## config.mk

```make
export PLATFORM = sky130hd
export DESIGN_NAME = vmx_store_processor_flat
export DESIGN_NICKNAME = d
export VERILOG_FILES = /design/src/rtl/vmx_store_processor_pkg.sv /design/src/rtl/vmx_store_processor_if.sv /design/src/rtl/vmx_store_processor_requant_lane.sv /design/src/rtl/vmx_store_processor.sv /design/src/flat_wrapper.sv
export SDC_FILE = /design/constraint.sdc
export NUM_CORES = 1
export LEC_CHECK = 0
export BUFFER_PORTS_ARGS = -buffer_cell sky130_fd_sc_hd__buf_4
export CAP_MARGIN = 30
export CORE_MARGIN = 1
export CORE_UTILIZATION = 37
export CTS_CLUSTER_DIAMETER = 150
export CTS_CLUSTER_SIZE = 16
export DETAILED_ROUTE_END_ITERATION = 16
export PLACE_DENSITY = 0.62
export SYNTH_ARGS = -nofsm -noshare
export SYNTH_HDL_FRONTEND = slang
export SYNTH_SLANG_ARGS = --single-unit
```

## constraint.sdc

```tcl
create_clock -name clk -period 5.5 [get_ports clk]
set_input_delay 0.55 -clock clk [delete_from_list [all_inputs] [get_ports clk]]
set_output_delay 0.55 -clock clk [all_outputs]
set_load 0.01 [all_outputs]
```

## src/rtl/vmx_store_processor_pkg.sv

```systemverilog
// Shared instruction field positions, FSM encoding and default widths for the VMX store drain.
// Pure declarations: no latency, no flow control.
package vmx_pkg;

  localparam int BASE_MSB = 31;
  localparam int BASE_LSB = 20;
  localparam int N_MSB    = 19;
  localparam int N_LSB    = 12;
  localparam int SH_MSB   = 11;
  localparam int SH_LSB   = 7;
  localparam int RELU_BIT = 0;

  localparam int BASE_W = BASE_MSB - BASE_LSB + 1;
  localparam int N_W    = N_MSB - N_LSB + 1;
  localparam int SH_W   = SH_MSB - SH_LSB + 1;

  localparam int DEF_ADDR_W = 12;
  localparam int DEF_LANES  = 4;
  localparam int DEF_ACC_W  = 32;
  localparam int DEF_OUT_W  = 16;

  typedef enum logic [2:0] {
    S_IDLE,
    S_FETCH,
    S_READ,
    S_CALC,
    S_WRITE,
    S_FIN
  } state_e;

endpackage

```

## src/rtl/vmx_store_processor_if.sv

```systemverilog
// Store-FIFO, EAQ-FIFO and activation-memory write bus of the store drain.
// master = drain side (pops FIFOs, drives writes); slave = FIFO/memory side.
interface vmx_store_processor_if #(
  parameter int ADDR_W = 12,
  parameter int LANES  = 4,
  parameter int ACC_W  = 32,
  parameter int OUT_W  = 16
);
  logic [31:0]            ST_FIFO_DATA;
  logic                   ST_FIFO_EMPTY;
  logic                   ST_FIFO_RENA;
  logic [LANES*ACC_W-1:0] EAQ_FIFO_DATA;
  logic                   EAQ_FIFO_EMPTY;
  logic                   EAQ_FIFO_RENA;
  logic [ADDR_W-1:0]      MEM_WADDR;
  logic [LANES*OUT_W-1:0] MEM_WDATA;
  logic                   MEM_WENA;
  logic                   MEM_WREADY;

  modport master (
    input  ST_FIFO_DATA, ST_FIFO_EMPTY, EAQ_FIFO_DATA, EAQ_FIFO_EMPTY, MEM_WREADY,
    output ST_FIFO_RENA, EAQ_FIFO_RENA, MEM_WADDR, MEM_WDATA, MEM_WENA
  );

  modport slave (
    output ST_FIFO_DATA, ST_FIFO_EMPTY, EAQ_FIFO_DATA, EAQ_FIFO_EMPTY, MEM_WREADY,
    input  ST_FIFO_RENA, EAQ_FIFO_RENA, MEM_WADDR, MEM_WDATA, MEM_WENA
  );
endinterface

```

## src/rtl/vmx_store_processor_requant_lane.sv

```systemverilog
// One-lane requantizer: arithmetic shift, optional ReLU, signed saturation to OUT_W.
// Purely combinational, zero latency, no flow control.
module vmx_requant_lane
  import vmx_pkg::*;
#(
  parameter int ACC_W = DEF_ACC_W,
  parameter int OUT_W = DEF_OUT_W
) (
  input  logic signed [ACC_W-1:0] acc_i,
  input  logic        [SH_W-1:0]  sh_i,
  input  logic                    relu_i,
  output logic signed [OUT_W-1:0] q_o
);

  localparam logic signed [ACC_W-1:0] MAX_V = {{(ACC_W-OUT_W+1){1'b0}}, {(OUT_W-1){1'b1}}};
  localparam logic signed [ACC_W-1:0] MIN_V = {{(ACC_W-OUT_W+1){1'b1}}, {(OUT_W-1){1'b0}}};

  logic signed [ACC_W-1:0] v;

  always_comb begin
    v = acc_i >>> sh_i;
    if (relu_i && (v < 0)) begin
      v = '0;
    end
    if (v > MAX_V) begin
      q_o = MAX_V[OUT_W-1:0];
    end else if (v < MIN_V) begin
      q_o = MIN_V[OUT_W-1:0];
    end else begin
      q_o = v[OUT_W-1:0];
    end
  end

endmodule

```

## src/rtl/vmx_store_processor.sv

```systemverilog
// Drains EAQ result vectors, requantizes four lanes and writes packed words at BASE+idx.
// One write per 3 cycles best case; MEM_WREADY low holds the write, halt stalls pops only.
module vmx_store_processor
  import vmx_pkg::*;
#(
  parameter int ADDR_W = DEF_ADDR_W,
  parameter int LANES  = DEF_LANES,
  parameter int ACC_W  = DEF_ACC_W,
  parameter int OUT_W  = DEF_OUT_W
) (
  input  logic                   clk,
  input  logic                   rst,
  input  logic                   sw_rst,
  input  logic                   halt,
  vmx_store_processor_if.master  bus,
  output logic                   BUSY,
  output logic                   DONE
);

  logic srst;
  assign srst = rst | sw_rst;

  state_e                 state_q, state_d;
  logic [BASE_W-1:0]      base_q, base_d;
  logic [N_W-1:0]         n_q, n_d;
  logic [SH_W-1:0]        sh_q, sh_d;
  logic                   relu_q, relu_d;
  logic [N_W-1:0]         idx_q, idx_d;
  logic [LANES*ACC_W-1:0] eaq_q, eaq_d;
  logic [ADDR_W-1:0]      waddr_q, waddr_d;
  logic [LANES*OUT_W-1:0] wdata_q, wdata_d;
  logic [LANES*OUT_W-1:0] lane_pack;
  logic                   st_rena, eaq_rena, wena;

  for (genvar g = 0; g < LANES; g++) begin : g_lane
    vmx_requant_lane #(
      .ACC_W (ACC_W),
      .OUT_W (OUT_W)
    ) u_lane (
      .acc_i  (eaq_q[g*ACC_W +: ACC_W]),
      .sh_i   (sh_q),
      .relu_i (relu_q),
      .q_o    (lane_pack[g*OUT_W +: OUT_W])
    );
  end

  always_comb begin
    state_d  = state_q;
    base_d   = base_q;
    n_d      = n_q;
    sh_d     = sh_q;
    relu_d   = relu_q;
    idx_d    = idx_q;
    eaq_d    = eaq_q;
    waddr_d  = waddr_q;
    wdata_d  = wdata_q;
    st_rena  = 1'b0;
    eaq_rena = 1'b0;
    wena     = 1'b0;
    case (state_q)
      S_IDLE: begin
        if (!bus.ST_FIFO_EMPTY && !halt) begin
          st_rena = 1'b1;
          base_d  = bus.ST_FIFO_DATA[BASE_MSB:BASE_LSB];
          n_d     = bus.ST_FIFO_DATA[N_MSB:N_LSB];
          sh_d    = bus.ST_FIFO_DATA[SH_MSB:SH_LSB];
          relu_d  = bus.ST_FIFO_DATA[RELU_BIT];
          idx_d   = '0;
          state_d = S_FETCH;
        end
      end
      S_FETCH: begin
        state_d = (n_q == '0) ? S_FIN : S_READ;
      end
      S_READ: begin
        if (!bus.EAQ_FIFO_EMPTY && !halt) begin
          eaq_rena = 1'b1;
          eaq_d    = bus.EAQ_FIFO_DATA;
          state_d  = S_CALC;
        end
      end
      S_CALC: begin
        wdata_d = lane_pack;
        waddr_d = ADDR_W'(base_q) + ADDR_W'(idx_q);
        state_d = S_WRITE;
      end
      S_WRITE: begin
        // halt is deliberately ignored here so an issued write is never withdrawn
        wena = 1'b1;
        if (bus.MEM_WREADY) begin
          idx_d   = idx_q + 1'b1;
          state_d = ({1'b0, idx_q} + 1'b1 < {1'b0, n_q}) ? S_READ : S_FIN;
        end
      end
      S_FIN: begin
        state_d = S_IDLE;
      end
      default: begin
        state_d = S_IDLE;
      end
    endcase
  end

  always_ff @(posedge clk) begin
    if (srst) begin
      state_q <= S_IDLE;
      base_q  <= '0;
      n_q     <= '0;
      sh_q    <= '0;
      relu_q  <= 1'b0;
      idx_q   <= '0;
      eaq_q   <= '0;
      waddr_q <= '0;
      wdata_q <= '0;
    end else begin
      state_q <= state_d;
      base_q  <= base_d;
      n_q     <= n_d;
      sh_q    <= sh_d;
      relu_q  <= relu_d;
      idx_q   <= idx_d;
      eaq_q   <= eaq_d;
      waddr_q <= waddr_d;
      wdata_q <= wdata_d;
    end
  end

  // Strobes are masked during reset so a pending pop or write never lands on the reset edge
  assign bus.ST_FIFO_RENA  = st_rena & ~srst;
  assign bus.EAQ_FIFO_RENA = eaq_rena & ~srst;
  assign bus.MEM_WENA      = wena & ~srst;
  assign bus.MEM_WADDR     = waddr_q;
  assign bus.MEM_WDATA     = wdata_q;
  assign BUSY              = (state_q != S_IDLE);
  assign DONE              = (state_q == S_FIN);

endmodule

```

## src/flat_wrapper.sv

```systemverilog
// flat-port wrapper written by rule: the top's interface ports become plain ports
module vmx_store_processor_flat import vmx_pkg::*;
#(
  parameter int ADDR_W = DEF_ADDR_W,
  parameter int LANES  = DEF_LANES,
  parameter int ACC_W  = DEF_ACC_W,
  parameter int OUT_W  = DEF_OUT_W
)
  (clk, rst, sw_rst, halt, BUSY, DONE, bus_ST_FIFO_DATA, bus_ST_FIFO_EMPTY, bus_EAQ_FIFO_DATA, bus_EAQ_FIFO_EMPTY, bus_MEM_WREADY, bus_ST_FIFO_RENA, bus_EAQ_FIFO_RENA, bus_MEM_WADDR, bus_MEM_WDATA, bus_MEM_WENA);
  vmx_store_processor_if #(.ADDR_W(ADDR_W), .LANES(LANES), .ACC_W(ACC_W), .OUT_W(OUT_W)) bus_i ();
  input  logic clk;
  input  logic rst;
  input  logic sw_rst;
  input  logic halt;
  output logic BUSY;
  output logic DONE;
  input wire logic [$bits(bus_i.ST_FIFO_DATA)-1:0] bus_ST_FIFO_DATA;
  input wire logic [$bits(bus_i.ST_FIFO_EMPTY)-1:0] bus_ST_FIFO_EMPTY;
  input wire logic [$bits(bus_i.EAQ_FIFO_DATA)-1:0] bus_EAQ_FIFO_DATA;
  input wire logic [$bits(bus_i.EAQ_FIFO_EMPTY)-1:0] bus_EAQ_FIFO_EMPTY;
  input wire logic [$bits(bus_i.MEM_WREADY)-1:0] bus_MEM_WREADY;
  output wire logic [$bits(bus_i.ST_FIFO_RENA)-1:0] bus_ST_FIFO_RENA;
  output wire logic [$bits(bus_i.EAQ_FIFO_RENA)-1:0] bus_EAQ_FIFO_RENA;
  output wire logic [$bits(bus_i.MEM_WADDR)-1:0] bus_MEM_WADDR;
  output wire logic [$bits(bus_i.MEM_WDATA)-1:0] bus_MEM_WDATA;
  output wire logic [$bits(bus_i.MEM_WENA)-1:0] bus_MEM_WENA;
  assign bus_i.ST_FIFO_DATA = bus_ST_FIFO_DATA;
  assign bus_i.ST_FIFO_EMPTY = bus_ST_FIFO_EMPTY;
  assign bus_i.EAQ_FIFO_DATA = bus_EAQ_FIFO_DATA;
  assign bus_i.EAQ_FIFO_EMPTY = bus_EAQ_FIFO_EMPTY;
  assign bus_i.MEM_WREADY = bus_MEM_WREADY;
  assign bus_ST_FIFO_RENA = bus_i.ST_FIFO_RENA;
  assign bus_EAQ_FIFO_RENA = bus_i.EAQ_FIFO_RENA;
  assign bus_MEM_WADDR = bus_i.MEM_WADDR;
  assign bus_MEM_WDATA = bus_i.MEM_WDATA;
  assign bus_MEM_WENA = bus_i.MEM_WENA;
  vmx_store_processor #(.ADDR_W(ADDR_W), .LANES(LANES), .ACC_W(ACC_W), .OUT_W(OUT_W)) u_core (.clk(clk), .rst(rst), .sw_rst(sw_rst), .halt(halt), .bus(bus_i), .BUSY(BUSY), .DONE(DONE));
endmodule
```

==> metrics.cfg <==
[run_status]
outcome = finished, final reports clean

[sta]
worst_slew_pin_slew_ns = 0.964
final_max_slew_viol_count = 0
finalWorstPathRequiredPeriod_ns = 3.93
setup_viol = 0
final_min_period_over_clock_period_pct = 71.4
final_hold_viol_count = 0
timing.fmax_ghz = 0.255
fin_setup_tns_ns = 0
rsz0062_at_grt = no
fin_worst_skew_ns = 0.0332
max_slew_margin_pct = 35.5
fin_hold_ws_ns = 0.249
postLayoutSetupSlackWorst_ns = 1.57

[synthesis]
post-synth-top-count-cell = sky130_fd_sc_hd__nand2_1
synth_top_cell_by_area = sky130_fd_sc_hd__dfxtp_1
synth_common_cells = sky130_fd_sc_hd__nand2_1, sky130_fd_sc_hd__a21oi_1, sky130_fd_sc_hd__dfxtp_1
ys_warn_count = 0
seq_area_frac_synth_pct = 28.2
ys_seq_elements = 241
synth_flop_cell = sky130_fd_sc_hd__dfxtp_1
yosysTopAreaCellShare_pct = 28.2
synth_async_sr_flop_share_pct = 0
post_synth_edffs = 0
cell_area_after_synthesis_sq_mm = 0.0171
avgSynthCellArea_sq_um = 7.84
yosys-top-cells-area = sky130_fd_sc_hd__dfxtp_1, sky130_fd_sc_hd__nand2_1, sky130_fd_sc_hd__mux4_2
synth_nets = 2365
post_synth_inst_count = 2181
synth_cell_type_count = 82

[global_route]
vias_in_the_first_global_route = 15300
total_routing_usage_reported_by_global_routing_pct = 24.0
overall_overflow_remaining_after_global_route = 0
antenna_violations_before_repair = 1
grt_start_max_net_pins = 129
grt_first_pass_wirelength_mm = 89.5

[routing]
met2_length_mm = 23.7
wl_per_cell_um = 20.0
wl_met3_mm = 4.29
wirelength_mm = 57.8
initialDrtViolationCount = 1480
antenna_left = 0
met1_length_mm = 28.4
drt_pre_antenna_iters = 6
post_drt_via_cell_ratio = 5.71
routed.top_layer = met5
drc = 0
num_vias = 16500

[cells_and_area]
diodes = 0
syn_to_final_growth_pct = 14.3
finish.net_count = 2468
drive_gt1_share_pct = 20.1
design_area_sq_mm = 0.0195

[die]
die_area_sq_mm = 0.0470
rows = 78
design.portCount = 248
initial_utilization_pct = 37.6
fp.dieW_um = 217
die_h_um = 217
core_area_sq_mm = 0.0455

[place]
dpl.hpwl_mm = 43.3
io_buffers = 241
detailedPlace.worstSlack_ns = 1.56
gp_congestion = 0.941
dpl-instance-area_sq_mm = 0.0190

[cts]
post_cts_resized = 0
hold_buffers = 0
numCtsBuffers = 19
tritoncts = yes
cts_num_sinks = 241
cts_max_level = 1
clkSlewWorstSetupHoldPaths_ns = 0.08
clock_latency_ns = 0.54
post_cts.repair.setup_buffers = 0
cts_max_path_buffers = 3
clk_root_buffer_cell = sky130_fd_sc_hd__clkbuf_16

[critical_path]
cp.required_ns = 5.87
crit_path_end_kind = flip-flop
worstPathMaxFanout = 59
setup.worst_path.start_class = flip-flop
critical_path_arrival_ns = 4.30
worst-setup-path-type = reg -> reg

[power]
vdd.ir_drop.worst_v = 0.000171
totalPowerFinal_w = 0.00335
power_density_mw_per_mm2 = 172
power_leakage_nw = 6.96

[worst_hold_path]
min_path_type = in -> reg

[job]
drv.max_cap_violation_count = 0

-- cell families after synthesis --
logic type | count (synthesis) | share of synthesized area (%)
compound gates | 629 | 21.2
flops | 241 | 28.2
mux | 260 | 22.1
buf+inv | 216 | 6.22
xor+xnor | 15 | 0.769
simple gates | 803 | 20.2
fa+ha+maj | 17 | 1.29
-- metal layers --
metal	up-vias	track usage, %
met4	2	5.66
met5	-	0.521
met1	7797	37.6
met3	64	3.52
met2	625	33.8
li1	7973	-
-- sequential cells by signal, indices dropped and copies added (netlist names) --
name / flops
u_core.relu_q: 1
u_core.state_q: 3
u_core.bus.MEM_WDATA: 64
u_core.bus.MEM_WADDR: 12
u_core.base_q: 12
u_core.idx_q: 8
u_core.sh_q: 5
u_core.eaq_q: 128
u_core.n_q: 8
-- path summary, 6_finish.rpt --
kind | start | endpoint | slack (ns) | cells after the start
worst min-delay path | bus_EAQ_FIFO_DATA[63] | u_core.eaq_q[63] | 0.25 | 3
worst max-delay path | u_core.sh_q[1] | u_core.bus.MEM_WDATA[26] | 1.57 | 9
worst max register to register | u_core.sh_q[1] | u_core.bus.MEM_WDATA[26] | 1.57 | 9
worst min register to register | u_core.bus.MEM_WDATA[15] | u_core.bus.MEM_WDATA[15] | 0.46 | 2
-- placed cells by master (no fill, tap or decap), drive strengths merged, types with 6 or more instances in the layout --
cell type and instances:
ha 16, a21o 9, mux4 86, o21a 7, inv 24, mux2i 126, nor4 12, o31ai 9
buf 274, a21oi 301, xnor2 9, or2 10, nand2b 23, o22ai 25, nand3 27, o21ai 185
o211ai 17, and2 6, o311ai 6, or3 8, xor2 6, dfxtp 241, nor2b 14, mux2 48
nand2 555, clkbuf 21, nor3 16, nand4 10, nor2 89, a22oi 7, a211oi 18, and3 10
-- critical path, stage by stage, from the launching register on --
cell and delay (ns):
sky130_fd_sc_hd__dfxtp_4 0.89, sky130_fd_sc_hd__buf_4 0.55, sky130_fd_sc_hd__mux4_1 0.64, sky130_fd_sc_hd__nand2_1 0.08
sky130_fd_sc_hd__o21ai_0 0.10, sky130_fd_sc_hd__o21a_1 0.22, sky130_fd_sc_hd__nor4_1 0.29, sky130_fd_sc_hd__nand3_1 0.17
sky130_fd_sc_hd__o31ai_4 0.57, sky130_fd_sc_hd__o22ai_1 0.19
-- report_power, final --
group	switching, W	internal (W)	leakage [nW]
clock	0.000645	0.000626	0.244
sequential	0.0000179	0.00175	1.94
combinational	0.000168	0.000146	4.78
-- area by class of cell --
class	count	area, sq um
Clock buffer	21	483
Timing Repair Buffer	274	2120
Fill cell	4698	25900
Clock inverter	1	16.3
Sequential cell	241	4840
Inverter	24	90.1
Multi-Input combinational cell	1724	11200
Tap cell	600	751
-- metrics by stage --
step	cells	util, %
2_1_floorplan	2181	-
3_3_place_gp	2862	41.8
6_report	2885	42.9
5_1_grt	2885	42.9
3_5_place_dp	2863	41.8
4_1_cts	2885	42.9
No activity file was read; power rests on OpenSTA's default activity.
